`config.mk`:
```
export PLATFORM = sky130hd
export DESIGN_NAME = relu_arbiter
export DESIGN_NICKNAME = d
export VERILOG_FILES = /design/src/rtl/relu_arbiter_pkg.sv /design/src/rtl/relu_arbiter_rr_pick.sv /design/src/rtl/relu_arbiter.sv
export SDC_FILE = /design/constraint.sdc
export NUM_CORES = 1
export LEC_CHECK = 0
export BUFFER_PORTS_ARGS = -buffer_cell sky130_fd_sc_hd__buf_2
export CAP_MARGIN = 20
export CORE_MARGIN = 1
export CORE_UTILIZATION = 44
export DETAILED_ROUTE_END_ITERATION = 10
export PLACE_DENSITY_LB_ADDON = 0.05
export SYNTH_ARGS = -nofsm -noshare
export SYNTH_HDL_FRONTEND = slang
export SYNTH_SLANG_ARGS = --single-unit
```
`constraint.sdc`:
```
create_clock -name clk -period 2.2 [get_ports clk]
set_input_delay 0.11 -clock clk [delete_from_list [all_inputs] [get_ports clk]]
set_output_delay 0.11 -clock clk [all_outputs]
set_load 0.02 [all_outputs]
```
`src/rtl/relu_arbiter_pkg.sv`:
```
// Shared definitions for the ReLU arbiter: FSM state encoding, clamp counter
// width and saturation value, and the default activation word width.
package relu_pkg;

    typedef enum logic {
        IDLE  = 1'b0,
        BURST = 1'b1
    } state_t;

    localparam int             CLAMP_W      = 16;
    localparam logic [CLAMP_W-1:0] CLAMP_MAX = '1;
    localparam int             DEF_BITWIDTH = 32;

endpackage

```
`src/rtl/relu_arbiter_rr_pick.sv`:
```
// Combinational round-robin selector.
// Ports:
//   req       - per-requester request bits
//   last      - index of the most recent owner; search starts at last+1
//   grant_idx - first requesting index found walking upward (mod NREQ)
//   any       - high when at least one req bit is set
module rr_pick #(
    parameter int NREQ = 4,
    localparam int IDW = $clog2(NREQ)
) (
    input  logic [NREQ-1:0] req,
    input  logic [IDW-1:0]  last,
    output logic [IDW-1:0]  grant_idx,
    output logic            any
);

    // Walk from the farthest candidate back to the nearest so the nearest
    // requesting index (last+1, last+2, ...) is the one left in grant_idx.
    always_comb begin
        grant_idx = '0;
        any       = |req;
        for (int i = NREQ; i >= 1; i--) begin
            if (req[(int'(last) + i) % NREQ]) begin
                grant_idx = IDW'((int'(last) + i) % NREQ);
            end
        end
    end

endmodule

```
`src/rtl/relu_arbiter.sv`:
```
// Shares one ReLU lane between NREQ burst requesters. An owner is chosen
// round-robin while idle and keeps the lane until its req_last beat is taken.
// Each accepted word is clamped (negative -> 0) into a single output register.
// Ports:
//   clk, rst                    - clock, synchronous active-high reset
//   req_valid/req_data/req_last - per-requester input beats
//   req_ready                   - per-requester accept (at most one high)
//   out_valid/out_data/out_id/out_last, out_ready - output beat handshake
//   clamp_cnt                   - saturating count of negative input beats
//
// state | meaning
// IDLE  | no owner; pick next owner round-robin, no req_ready asserted
// BURST | owner locked; beats stream until the owner's req_last is accepted
module relu_arbiter
    import relu_pkg::*;
#(
    parameter int BITWIDTH = DEF_BITWIDTH,
    parameter int NREQ     = 4,
    localparam int IDW     = $clog2(NREQ)
) (
    input  logic                     clk,
    input  logic                     rst,
    input  logic [NREQ-1:0]          req_valid,
    input  logic [NREQ*BITWIDTH-1:0] req_data,
    input  logic [NREQ-1:0]          req_last,
    output logic [NREQ-1:0]          req_ready,
    output logic                     out_valid,
    output logic [BITWIDTH-1:0]      out_data,
    output logic [IDW-1:0]           out_id,
    output logic                     out_last,
    input  logic                     out_ready,
    output logic [CLAMP_W-1:0]       clamp_cnt
);

    state_t               state_q, state_d;
    logic [IDW-1:0]       owner_q, owner_d;
    logic [IDW-1:0]       last_owner_q;
    logic [IDW-1:0]       grant_idx;
    logic                 any_req;
    logic                 in_ready;
    logic                 in_xfer;
    logic                 in_last;
    logic [BITWIDTH-1:0]  in_data;

    rr_pick #(.NREQ(NREQ)) u_rr_pick (
        .req       (req_valid),
        .last      (last_owner_q),
        .grant_idx (grant_idx),
        .any       (any_req)
    );

    // Input may be taken when the output register is empty or draining.
    assign in_ready = !out_valid || out_ready;
    assign in_data  = req_data[int'(owner_q)*BITWIDTH +: BITWIDTH];
    assign in_last  = req_last[owner_q];

    always_comb begin
        state_d   = state_q;
        owner_d   = owner_q;
        req_ready = '0;
        in_xfer   = 1'b0;
        case (state_q)
            IDLE: begin
                if (any_req) begin
                    state_d = BURST;
                    owner_d = grant_idx;
                end
            end
            BURST: begin
                req_ready[owner_q] = in_ready;
                in_xfer            = in_ready && req_valid[owner_q];
                if (in_xfer && in_last) begin
                    state_d = IDLE;
                end
            end
            default: state_d = IDLE;
        endcase
    end

    always_ff @(posedge clk) begin
        if (rst) begin
            state_q      <= IDLE;
            owner_q      <= '0;
            last_owner_q <= IDW'(NREQ - 1);
            out_valid    <= 1'b0;
            out_data     <= '0;
            out_id       <= '0;
            out_last     <= 1'b0;
            clamp_cnt    <= '0;
        end else begin
            state_q <= state_d;
            owner_q <= owner_d;
            if (in_xfer && in_last) begin
                last_owner_q <= owner_q;
            end
            if (in_xfer) begin
                out_valid <= 1'b1;
                out_data  <= in_data[BITWIDTH-1] ? '0 : in_data;
                out_id    <= owner_q;
                out_last  <= in_last;
            end else if (out_ready) begin
                out_valid <= 1'b0;
            end
            if (in_xfer && in_data[BITWIDTH-1] && clamp_cnt != CLAMP_MAX) begin
                clamp_cnt <= clamp_cnt + 1'b1;
            end
        end
    end

endmodule

```
==> run summary <==
Crit path from -> clamp_cnt[0]$_SDFFE_PP0P_
Post-synth top flop -> dfxtp_1
Seq pwr share -> 0.475
Area growth syn-to-layout -> 35.32%
Worst hold start -> req_valid[2]
Flops & latches, synth -> 56
Post-route DRC -> 0
Asr flop ratio synth -> 0
Worst-Margin Slew -> 0.7388 ns
CTS Root Cell -> clkbuf_8
Critical path arrival -> 2.23 ns
Die area -> 7640 um2
Crit path capture -> clamp_cnt[10]$_SDFFE_PP0P_
Remaining Overflow, GRT -> 0
Complex-gate fraction of the synthesized area -> 0.1435
Critical Path Source Type -> flop
Largest net degree at the start of global routing -> 42
Most frequent cells in the layout -> buf_2, dfxtp_1, nor2_1, mux4_2, a22oi_1
Setup Viol. Count Final -> 0
PostCTS Resize Cnt -> 0
Post-CTS Setup Inserts -> 0
Fin Setup TNS -> 0 ns
Worst-path maximum fanout -> 7
Reg2reg setup slack -> 0.17 ns
Row cnt -> 30
CTS Hold Bufs -> 0
Yosys cell types -> 46
PD cells -> 534.1 nW/um2
Grt met2 use -> 0.4183
Simple-gate share of the synthesized area -> 0.1817
Max Cap Violations -> 0
Vias in the first global route -> 3027
# IOs -> 195
Max H-tree Level -> 2
Combinational share of power -> 0.287
Final period util -> 0.9218
Worst EP required -> 2.40 ns
CTS max path bufs -> 2
Design area -> 4343 um2
RSZ-0062 raised after global routing -> false
Fin. max-slew vios -> 0
RR Startpoint -> clamp_cnt[0]$_SDFFE_PP0P_
Initial core utilization -> 0.4647
Vias/cell -> 5.452
P_sw -> 698.8 uW
Area post-placement -> 4262 um2
Most common cell after layout, fill and taps aside -> buf_2
Hold slack -> 0.1873 ns
Initial antenna violation count -> 0
Post-Layout Cell Count -> 588
Worst skew pair latency -> 0.31 ns
Antenna diode count -> 0
Seq/Total Area, Yosys -> 0.3493
EDFF count, synth -> 0
Max transition margin -> 0.5075
Capture point of the worst reg-to-reg path -> clamp_cnt[10]$_SDFFE_PP0P_
Post-synthesis mux area share -> 0.2690
Final setup margin -> 0.1721 ns
Mean Syn Cell Area -> 10.39 um2
Switching Share -> 0.3013
Vias -> 3206
Setup CP Type -> flop to flop
Max VDD drop -> 0.3593 mV
CTS tree -> done
Final Hold Vio Count -> 0
Mapped Cells -> 309
Reg2reg path depth -> 5
Fmax -> 493.1 MHz
Final WL -> 9.107 mm
WL per Instance -> 15.49 um
Dpl hpwl -> 6.983 mm
GP Congestion -> 0.8612
Height of the die -> 87.41 um
Yosys top cell area share -> 0.3493
Clk sinks -> 56
Port-buffer cells -> 193
Clock network power share -> 0.238
Global Route met1 Usage -> 0.2879
Busiest layer in global routing -> met2
CTS buffer count -> 5
HP Class -> input port to flop
Worst-path clk slew -> 0.09 ns
DRT antenna net count -> 0
Grt met3 use -> 0.05213
Fin util -> 0.6288
First-pass GRT wire length -> 14.03 mm
Critical Path End Type -> flop
Status -> completed
Pre-antenna DRT Iters -> 4
Final Power -> 2.320 mW
DR iter-0 viols -> 196
Warnings, synthesis -> 0
Final setup skew -> 0.01129 ns
Minimum clock period -> 2.028 ns
Syn Nets -> 449
Placed Cells -> 581
Final net count -> 632
Ratio of cells with drive above 1 in the final layout -> 0.5264
Core box area -> 6907 um2
Largest family of logic cells by synthesized area -> multiplexers
Post-Synth Adder-Cell Area -> 0.003899
Die width -> 87.41 um
Xor and xnor area share after synthesis -> 0
Cell-internal power -> 1.621 mW
Main area contributors after synthesis -> dfxtp_1, mux4_2, a22oi_1, nor2_1, a21oi_1
Pre-CTS WS -> 0.2127 ns
Global Route Usage Sum -> 0.2355
Cell accounting for the most synthesized area -> dfxtp_1
Synthesized area -> 3209 um2
Leakage -> 1.910 nW
## per-layer routing
metal,share of wire,vias up
li1,-,1558
met1,0.41,1513
met2,0.52,126
met3,0.067,9
met4,0.010,0
met5,0,-
## critical path, stage by stage, from the launching register on
cell     delay [ns]
dfxtp_1        0.44
ha_1           0.23
nand4_1        0.21
or2_2          0.37
nor4_1         0.32
mux2_1         0.36
## power groups by stage
stage	Sequential (mW)	Combinational [mW]	Clock, mW
floorplan	1.16	0.400	0
global placement	1.12	0.659	0
detailed placement	1.12	0.670	0
CTS	1.10	0.674	0.565
global route	1.11	0.725	0.602
finish	1.10	0.666	0.552
## kinds of logic (layout without fill, tap and decap cells)
logic type	count (synthesis)	after routing
adder cells (fa/ha/maj)	1	1
other	1	1
multiplexers	43	43
flip-flops	56	56
AND/OR/NAND/NOR	107	107
buffers and inverters	34	217
AO/OA/AOI/OAI	67	67
## worst min path at each step
stage | end | slack [ns] | depth (start not counted)
2_1_floorplan | owner_q[0]$_SDFFE_PP0P_ | 0.32 | 3
3_3_place_gp | out_id[1]$_SDFFE_PP0P_ | 0.47 | 2
3_5_place_dp | out_last$_SDFFE_PP0P_ | 0.48 | 2
4_1_cts | owner_q[0]$_SDFFE_PP0P_ | 0.18 | 4
5_1_grt | owner_q[0]$_SDFFE_PP0P_ | 0.23 | 4
6_report | owner_q[0]$_SDFFE_PP0P_ | 0.19 | 4
## synth_stat cells, types with 2 or more instances
library cell  number
dfxtp_1           56
nor2_1            45
mux4_2            34
a22oi_1           30
a21oi_1           15
clkbuf_1          11
inv_1              7
nand2_1            7
nand3_1            7
nor2b_1            7
o31ai_1            7
or4_1              7
buf_4              6
nand4_1            6
nor4_1             6
o21ai_0            6
buf_2              5
mux2_2             5
and4_1             3
buf_1              3
mux2i_1            3
nor3_1             3
or3_1              3
a211o_1            2
and3_1             2
nand2b_1           2
o221ai_1           2
## sequential cells by signal, indices dropped and copies added, names as in the netlist
| register | cells |
|---|---|
| last_owner_q | 2 |
| owner_q | 2 |
| out_id | 2 |
| out_data | 31 |
| state_q | 1 |
| out_last | 1 |
| out_valid | 1 |
| clamp_cnt | 16 |
## final cells by class
class | instances | area, um2
well taps | 96 | 120.1
fillers | 650 | 2564
multi-input cells | 219 | 1938
repair buffers | 203 | 1054
inverters | 7 | 26.28
clock buffers | 5 | 68.82
flip-flops and latches | 56 | 1124
clock inverters | 2 | 12.51
No activity file was read; power rests on OpenSTA's default activity.
